## src/rtl/sample_serializer.sv

```systemverilog
// sample_serializer: mono sample to I2S-style serial stream (bclk/lrck/sdata) with
// per-frame sample request handshake and a sticky underrun flag.
module sample_serializer #(
  parameter int CLK_DIV     = 4,
  parameter int SAMPLE_BITS = 16
) (
  input  logic                   clk,
  input  logic                   reset_n,
  input  logic                   play_enable,
  input  logic [SAMPLE_BITS-1:0] sample_out,
  input  logic                   sample_ready,
  output logic                   generate_next_sample,
  input  logic                   underrun_clr,
  output logic                   bclk,
  output logic                   lrck,
  output logic                   sdata,
  output logic                   underrun
);
  localparam int BW = $clog2(2 * SAMPLE_BITS);
  localparam logic [BW-1:0] LAST = BW'(2 * SAMPLE_BITS - 1);
  localparam logic [BW-1:0] HALF = BW'(SAMPLE_BITS);
  localparam logic [7:0] DLAST = 8'(CLK_DIV - 1);
  typedef enum logic {IDLE, RUN} state_t;
  state_t                 state_q;
  logic [7:0]             div_q;
  logic [BW-1:0]          bit_q, bit_d, slot_d;
  logic [SAMPLE_BITS-1:0] hold_q, frame_q, src_d;
  logic bclk_q, lrck_q, sdata_q, gen_q, und_q, fresh_q, first_q, fall_d, start_d;
  // first_q marks the first falling edge after entering RUN, which is always bit 0
  always_comb begin
    fall_d  = state_q == RUN && play_enable && div_q == DLAST && bclk_q;
    bit_d   = (first_q || bit_q == LAST) ? '0 : bit_q + 1'b1;
    start_d = fall_d && bit_d == '0;
    slot_d  = bit_d >= HALF ? bit_d - HALF : bit_d;
    src_d   = (start_d ? hold_q : frame_q) << slot_d;
  end
  always_ff @(posedge clk or negedge reset_n) begin
    if (!reset_n) begin
      state_q <= IDLE;
      div_q   <= '0;
      bit_q   <= '0;
      hold_q  <= '0;
      frame_q <= '0;
      bclk_q  <= 1'b0;
      lrck_q  <= 1'b0;
      sdata_q <= 1'b0;
      gen_q   <= 1'b0;
      und_q   <= 1'b0;
      fresh_q <= 1'b0;
      first_q <= 1'b1;
    end else begin
      if (sample_ready) hold_q <= sample_out;
      fresh_q <= sample_ready || (fresh_q && !start_d);
      und_q   <= (start_d && !fresh_q) || (und_q && !underrun_clr);
      gen_q   <= start_d;
      if (state_q == IDLE || !play_enable) begin
        state_q <= play_enable ? RUN : IDLE;
        div_q   <= '0;
        bit_q   <= '0;
        bclk_q  <= 1'b0;
        lrck_q  <= 1'b0;
        sdata_q <= 1'b0;
        first_q <= 1'b1;
      end else begin
        div_q <= div_q == DLAST ? '0 : div_q + 8'd1;
        if (div_q == DLAST) bclk_q <= !bclk_q;
        if (fall_d) begin
          bit_q   <= bit_d;
          first_q <= 1'b0;
          lrck_q  <= bit_d >= HALF;
          sdata_q <= src_d[SAMPLE_BITS-1];
        end
        if (start_d) frame_q <= hold_q;
      end
    end
  end
  assign generate_next_sample = gen_q;
  assign bclk     = bclk_q;
  assign lrck     = lrck_q;
  assign sdata    = sdata_q;
  assign underrun = und_q;
endmodule

```

## config.mk

```make
export PLATFORM = sky130hd
export DESIGN_NAME = sample_serializer
export DESIGN_NICKNAME = d
export VERILOG_FILES = /design/src/rtl/sample_serializer.sv
export SDC_FILE = /design/constraint.sdc
export NUM_CORES = 1
export LEC_CHECK = 0
export CORE_MARGIN = 5
export CORE_UTILIZATION = 59
export CTS_CLUSTER_DIAMETER = 120
export DETAILED_ROUTE_END_ITERATION = 10
export PLACE_DENSITY_LB_ADDON = 0.25
export SLEW_MARGIN = 20
export SYNTH_ARGS = -nofsm -noshare
export SYNTH_HDL_FRONTEND = slang
export SYNTH_SLANG_ARGS = --single-unit
```

## constraint.sdc

```tcl
create_clock -name clk -period 4.2 [get_ports clk]
set_clock_uncertainty 0.05 [all_clocks]
set_input_delay 1.05 -clock clk [delete_from_list [all_inputs] [get_ports clk]]
set_output_delay 1.05 -clock clk [all_outputs]
set_load 0.005 [all_outputs]
```

* Word level (Yosys, flattened, before mapping) *
Cells that the tools add are included.

cells by class
  $add $sub $neg = 3
  $lt $le $gt $ge = 1
  equality and inequality tests = 2
  shift-type cells = 1
  multiplexer cells = 16
  bitwise logic cells = 1
  reductions and logical operators = 19

operators by type and width
  kind                 count
  $mux 5               4
  $mux 16              1
  $mux 8               2
  $shl 16x5->16        1
  $mux 1               9
  $add 8x1->8 const B  1
  $eq 8x2->1 const B   1
  $logic_and 1x1->1    7
  $add 5x1->5 const B  1
  $eq 5x5->1 const B   1
  $ge 5x5->1 const B   1
  $logic_not 1->1      5
  $logic_not 5->1      1
  $sub 5x5->5 const B  1
  $logic_or 1x1->1     4
  $reduce_bool 2->1    2
  $not 1->1            1

storage, ports and cells
  register bits = 53
  bits of input ports = 21
  output and inout port bits = 5
  word-level logic and storage cells = 55

* Longest topological paths before layout *
  depth in word-level cells = 9
  gate-level depth with buffers = 11
  depth with buffers taken out = 10

* Least setup slack after synthesis *
Ideal clock, no wire load.

  kind = register -> register
  start point = register bit_q[0]
  end point = register sdata_q, in the netlist sdata
  library setup time = 0.130 ns
  data arrival time = 2.457 ns
  required time = 4.020 ns
  path slack = 1.563 ns
  stages on the path, launching flop included = 11
  buffers on the path = 0
  period minus slack after synthesis = 2.637 ns
  path through = dfrtp_1 > ha_1 > and3_1 > ha_1 > nor3b_1 > a21boi_0 > nor3b_2 > mux2_2 > mux2_2 > o21ai_1 > a2bb2oi_2

on the way
  cells in the longest elaborated chain, start to end = 9
  elaborated cells between the ends (all ways) = 13
  those cells by class = add/sub: 2; order compare: 1; eq/ne: 1; shift: 1; mux: 5; reduce/logical: 3

ends and longest elaborated chain
  what                                                 line  source
  from (decl)                                          26    logic [BW-1:0] bit_q, bit_d, slot_d;
  from (signal assigned)                               68    bit_q <= bit_d;
  branches (longest 2 deep; another with $add 5x1->5)  n/a
  $mux 5 *                                             32    bit_d = (first_q || bit_q == LAST) ? '0 : bit_q + 1'b1;
  branches (longest 3 deep; another with $sub 5x5->5)  n/a
  $shl 16x5->16 *                                      35    src_d = (start_d ? hold_q : frame_q) << slot_d;
  $mux 1 *                                             67    if (fall_d) begin
  $mux 1 *                                             56    if (state_q == IDLE || !play_enable) begin
  to (signal assigned)                                 71    sdata_q <= src_d[SAMPLE_BITS-1];
  to (decl)                                            28    logic bclk_q, lrck_q, sdata_q, gen_q, und_q, fresh_q, first_q, fall_d, start_d;

Mark *: on every way between the ends. The select of a mux whose other input is x is not followed.
A chain may end at the register's enable or synchronous reset.

* Final worst setup path *
  start point = input port play_enable
  end point = register sdata_q, in the netlist sdata

on the way
  cells in the longest elaborated chain, start to end = 8
  elaborated cells between the ends (all ways) = 11
  those cells by class = shift: 1; mux: 3; reduce/logical: 7

ends and longest elaborated chain
  what                             line  source
  from (decl)                      9     input logic play_enable,
  $logic_and 1x1->1 (3 in series)  31    fall_d = state_q == RUN && play_enable && div_q == DLAST && bclk_q;
  $logic_and 1x1->1                33    start_d = fall_d && bit_d == '0;
  $mux 16                          n/a
  $shl 16x5->16                    35
  $mux 1                           67
  $mux 1                           56

Parallel ways exist; a longest one is shown, timed or not. The select of a mux whose other input is x is not followed.

==> flow_summary.json <==
{
  "max_cap_violations": 0,
  "start_util": 0.624,
  "htree_levels": 2,
  "wl_per_cell_um": 15.8,
  "report.final.slew_viol_count": 0,
  "gp_congestion": 0.853,
  "wl_met2_um": 2180,
  "synthTopCellsByArea": "dfrtp_1 (56%), mux2_2 (15%), nand3_1 (2.6%), nand2_1 (2.6%), nor2_1 (2.4%)",
  "cts_root_buf": "clkbuf_8",
  "async_flop_share": 1.00,
  "leakagePower_nw": 1.25,
  "fin_crit_sh": 0.820,
  "synth_edf_count": 0,
  "fin_crit_ns": 3.44,
  "drt_iter0_markers": 68,
  "hold-worst-slack_ns": 0.425,
  "required_ns": 4.33,
  "cts.sinks": 53,
  "finalSetupViolations": 0,
  "clock_power_share": 0.325,
  "viasPerCell": 5.62,
  "dp_hpwl_um": 3210,
  "hold_viol": 0,
  "totalWireLength_um": 4280,
  "fillerInstances": 277,
  "power_mw": 0.873,
  "place_ws_ns": 0.482,
  "synth-seq-cells": 53,
  "netlist_area_um2": 2330,
  "ctsResizeCount": 0,
  "grt_pass1_vias": 1630,
  "synth_top_cell_area_share": 0.557,
  "pwr-share-seq": 0.615,
  "fin_util": 0.723,
  "numCtsBuffers": 5,
  "intPower_mw": 0.689,
  "syn_area_per_cell_um2": 12.0,
  "io_buffer_count": 25,
  "fp.coreArea_um2": 3740,
  "critPathMostFrequentCell": "mux2_2",
  "crit_path_end_kind": "flop",
  "chipWidth_um": 72.9,
  "setup-tns-final_ns": 0,
  "post-synth-top-area-cell": "dfrtp_1",
  "layout_setup_ws_ns": 0.758,
  "clock.fmax_mhz": 290,
  "nNetsFinal": 246,
  "tritoncts": "yes",
  "drtPass1Iterations": 4,
  "grt.total_usage": 0.181,
  "hold_class": "flop to flop",
  "clock_path_buffers": 2,
  "layout_commonest_cell": "dfrtp_1",
  "ys_warn_count": 0,
  "status": "finished, final reports clean",
  "antenna_found_initial": 0,
  "clock_latency_ns": 0.30,
  "path_clk_slew_ns": 0.09,
  "antenna_cells": 0,
  "num_rows": 22,
  "start_kind": "input port",
  "synth_ff_type": "dfrtp_1",
  "critPathMaxFanout": 12,
  "switchingPower_mw": 0.184,
  "grt_pass1_wl_um": 7390,
  "max_stage_delay_ns": 0.60,
  "crit_slowest_cell": "clkdlybuf4s50_1",
  "die_area_um2": 5320,
  "wl_met1_um": 1830,
  "io-pin-count": 26,
  "drt.antenna.violating_nets": 0,
  "yosysUniqueCellTypes": 37,
  "die_y_um": 72.9,
  "tightest_slew_ns": 0.963,
  "crit_type": "input port to flop",
  "synth_seq_area_share": 0.569,
  "cts_hold_buf": 0,
  "post_cts_buffers": 0,
  "grt_setup_unrepaired": "no",
  "comb_power_share": 0.061,
  "worst_ep_arrival_time_ns": 3.58,
  "drive_above_1_share": 0.207,
  "p_sw_frac": 0.211,
  "synth_nets": 219,
  "path_cells": "clkdlybuf4s50_1, nand3_1, nor4_2, buf_4, nor3b_2, mux2_2, mux2_2, o32ai_1, a2bb2oi_2",
  "max-vdd-ir-drop_uv": 271,
  "vias": 1517,
  "grt_overflow_total": 0,
  "grt_max_degree": 54,
  "netlist_instances": 195,
  "power_density_nw_per_um2": 323,
  "syn_to_final_growth_pct": 15.9,
  "drc": 0,
  "slew_headroom": 0.353,
  "wl_met3_um": 197,
  "top_layer_used": "met4",
  "layout_common_cells": "dfrtp_1 (52), mux2_2 (31), clkdlybuf4s50_1 (24)"
}
-- final timing paths --
kind,start,endpoint,slack [ns],depth (start not counted)
hold / removal,fresh_q$_DFF_PN0_,underrun$_DFF_PN0_,0.43,1
setup / recovery,play_enable,sdata$_DFFE_PN0P_,0.76,9
max in group asynchronous,reset_n,bit_q[1]$_DFFE_PN0P_,2.94,1
setup reg to reg,bit_q[0]$_DFFE_PN0P_,sdata$_DFFE_PN0P_,1.08,10
min in group asynchronous,reset_n,bit_q[4]$_DFFE_PN0P_,0.72,1
hold reg to reg,fresh_q$_DFF_PN0_,underrun$_DFF_PN0_,0.43,1
-- Yosys cell counts (all sizes together), types with 2 or more instances --
cell type	instances
inv	7
mux2i	3
o21ai	9
nor3	3
xnor2	4
nand3	12
nand2b	3
and3	3
dfrtp	52
mux2	31
a21o	3
clkbuf	5
nor2	15
xor2	3
nand2	16
nor3b	3
buf	2
a21oi	3
ha	3
-- cells by family after synthesis --
group                      after synthesis  share of synthesized area
DFF                                     53                      0.569
muxes                                   34                      0.162
AOI/OAI and AO/OA                       25                     0.0740
adders and majority gates                3                     0.0161
buffers and inverters                   14                     0.0273
and+or+nand+nor                         59                      0.125
xor gates and xnor gates                 7                     0.0263
-- critical path: cells and delay by family --
kind | cells | cell delay (ns)
and+or+nand+nor | 3 | 0.75
muxes | 2 | 0.68
AOI/OAI and AO/OA | 2 | 0.28
buffers and inverters | 2 | 0.81
-- power by group through the flow --
stage / sequential (mW) / combinational, mW / clock [mW]
2_1_floorplan: 0.543 / 0.0231 / 0
3_3_place_gp: 0.547 / 0.0517 / 0
3_5_place_dp: 0.547 / 0.0538 / 0
4_1_cts: 0.537 / 0.0539 / 0.287
5_1_grt: 0.539 / 0.0589 / 0.313
6_report: 0.537 / 0.0529 / 0.284
-- per-stage QoR --
step / cell area [µm²] / cells
global placement: 2620 / 263
global route: 2710 / 270
detailed placement: 2620 / 263
CTS: 2700 / 270
floorplan: 2330 / 195
finish: 2710 / 270
-- area by class of cell --
class	instances	area [µm²]	area share
Clock buffer	7	86.3	0.0319
Inverter	7	26.3	0.00971
Multi-Input combinational cell	128	943	0.349
Sequential cell	53	1330	0.491
Tap cell	48	60.1	0.0222
Timing Repair Buffer	27	263	0.0971
-- registers in the layout (all words and copies together), names as in the netlist --
signal	flops
lrck	1
sdata	1
state_q	1
first_q	1
frame_q	16
div_q	8
hold_q	16
generate_next_sample	1
underrun	1
fresh_q	1
bit_q	5
bclk	1
-- per-layer routing --
metal	vias up	track usage
met5	-	0
met3	8	0.0455
met2	32	0.317
li1	730	-
met4	0	0.0676
met1	747	0.215
(Power assumes the default switching activity.)
==> patch, RTL diff (same flow settings) <==
Change the parameter `SAMPLE_BITS` from 16 to 32.
--- a/src/rtl/sample_serializer.sv
+++ b/src/rtl/sample_serializer.sv
@@ -2,7 +2,7 @@
 // per-frame sample request handshake and a sticky underrun flag.
 module sample_serializer #(
   parameter int CLK_DIV     = 4,
-  parameter int SAMPLE_BITS = 16
+  parameter int SAMPLE_BITS = 32
 ) (
   input  logic                   clk,
   input  logic                   reset_n,
Interface: changed (resized sample_out); port bits go from 26 to 42. No check against the original RTL was run, so the function may have changed too.
==> patch against the unedited design <==
  * Area after synthesis rose by 69%
  * Utilization rose by 0.74 points
  * Largest power group unchanged
  * Cell area rose by 73%
  * Total power rose by 100%
  * Sequential cell count rose by 33
  * Setup slack improved by 180 ps
  * Combinational power rose by 87%
  * Count of clock-buffer cells in the layout rose by 4
  * Wire length rose by 90%
  * Sequential power rose by 64%
==> patch: results (changes against the unedited design) <==
* Status: finished clean
* Most frequent cells after synthesis: nand2_1 (87), dfrtp_1 (85), mux2_2 (37)
* Vias in the first global route at 2890 (+77%)
* CTS H-tree depth at 3 (+1)
* Worst-Skew Late Latency at 360 ps (+60 ps)
* Worst Max-Slew Pin Slew at 753 ps (-210 ps)
* Leak Pwr at 0.00212 µW (+69%)
* Top Registers: frame_q x32, hold_q x32, div_q x8
* FILL cells at 461 (+66%)
* Synth area leaders: dfrtp_1 (54%), mux2_2 (11%), nand2_1 (8.3%)
* Slowest cell on the critical path: a2111oi_4
* Layout cells sized above 1 at 19.2% (-1.5 points)
* GP Congestion at 0.885 (+3.7%)
* Critical Path Fanout Max at 19 (+7)
* First-pass GRT wire length at 13900 µm (+88%)
* Syn Nets at 408 (+86%)
* Crit path max-delay family: compound AO/OA/AOI/OAI gates
* Yosys cell types at 52 (+41%)
* DPL Wire Length at 5520 µm (+72%)
* Post-Route WL at 8140 µm (+90%)
* VDD IR max at 0.296 mV (+9.3%)
* Post-Layout Cell Count at 489 (+81%)
* Vias per cell at 5.85 (+4.1%)
* Synth Area in Adders at 0.634% (-0.97 points)
* Syn_area_per_cell at 10.7 µm² (-11%)
* Dpl cells at 473 (+80%)
* Port bufs at 41 (+64%)
* Overall routing resource usage at 20.5% (+2.4 points)
* Mux contribution to synthesized area at 11.9% (-4.3 points)
-- patch: cells by family after synthesis --
family | count (synthesis)
AND/OR/NAND/NOR | 147
multiplexers | 42
AO/OA/AOI/OAI | 57
buffers and inverters | 25
XOR/XNOR | 10
adder cells (fa/ha/maj) | 2
flip-flops | 86
-- patch: stage by stage --
stage / hold WS (ps) / power (µW) / utilization [%]
5_1_grt: 446 / 1820 / 73.0
4_1_cts: 408 / 1780 / 73.0
3_3_place_gp: 383 / 993 / 68.6
3_5_place_dp: 392 / 997 / 68.6
2_1_floorplan: 373 / 933 / -
6_report: 413 / 1760 / 73.0
-- patch: power breakdown --
part | internal, µW | total [µW] | leakage (µW) | switching (µW)
clock | 489 | 781 | 0.000140 | 292
sequential | 860 | 880 | 0.00112 | 20.5
combinational | 60.0 | 98.9 | 0.000860 | 38.8
total | 1410 | 1760 | 0.00212 | 352
-- patch: area by class of cell --
type                       instances  area [µm²]  share of cell area, %
tap                               77        96.3                   2.05
sequential                        86        2150                   45.9
multi-input combinational        258        1680                   35.8
clock inverter                     5         129                   2.75
clock buffer                      11         151                   3.23
inverter                           4        15.0                  0.320
timing repair buffer              48         464                   9.90
-- patch: worst reg2reg max path: stages, from the launching register on --
cell       delay [ps]
dfrtp_1           550
ha_1              530
nor2b_1           240
o21ai_1           220
a2111oi_4         620
buf_4             340
o221a_2           240
o22ai_1            70
o2111ai_1         120
o21ai_1            90
o21ai_1           130
-- patch: worst paths after layout --
path,end,cells after the start,from,slack [ps]
max reg2reg,sdata,10,bit_q[0],940
min reg2reg,underrun,1,fresh_q,410
min,underrun,1,fresh_q,410
max in group asynchronous,hold_q[12],1,reset_n,2910
max,sdata,10,bit_q[0],940
min in group asynchronous,div_q[2],1,reset_n,670
-- patch: metal layers --
layer	GRT usage (%)	vias up	wire, µm
li1	-	1357	-
met1	26.6	1409	3480
met2	33.5	78	4020
met3	5.32	15	464
met4	7.55	0	182
met5	0	-	0
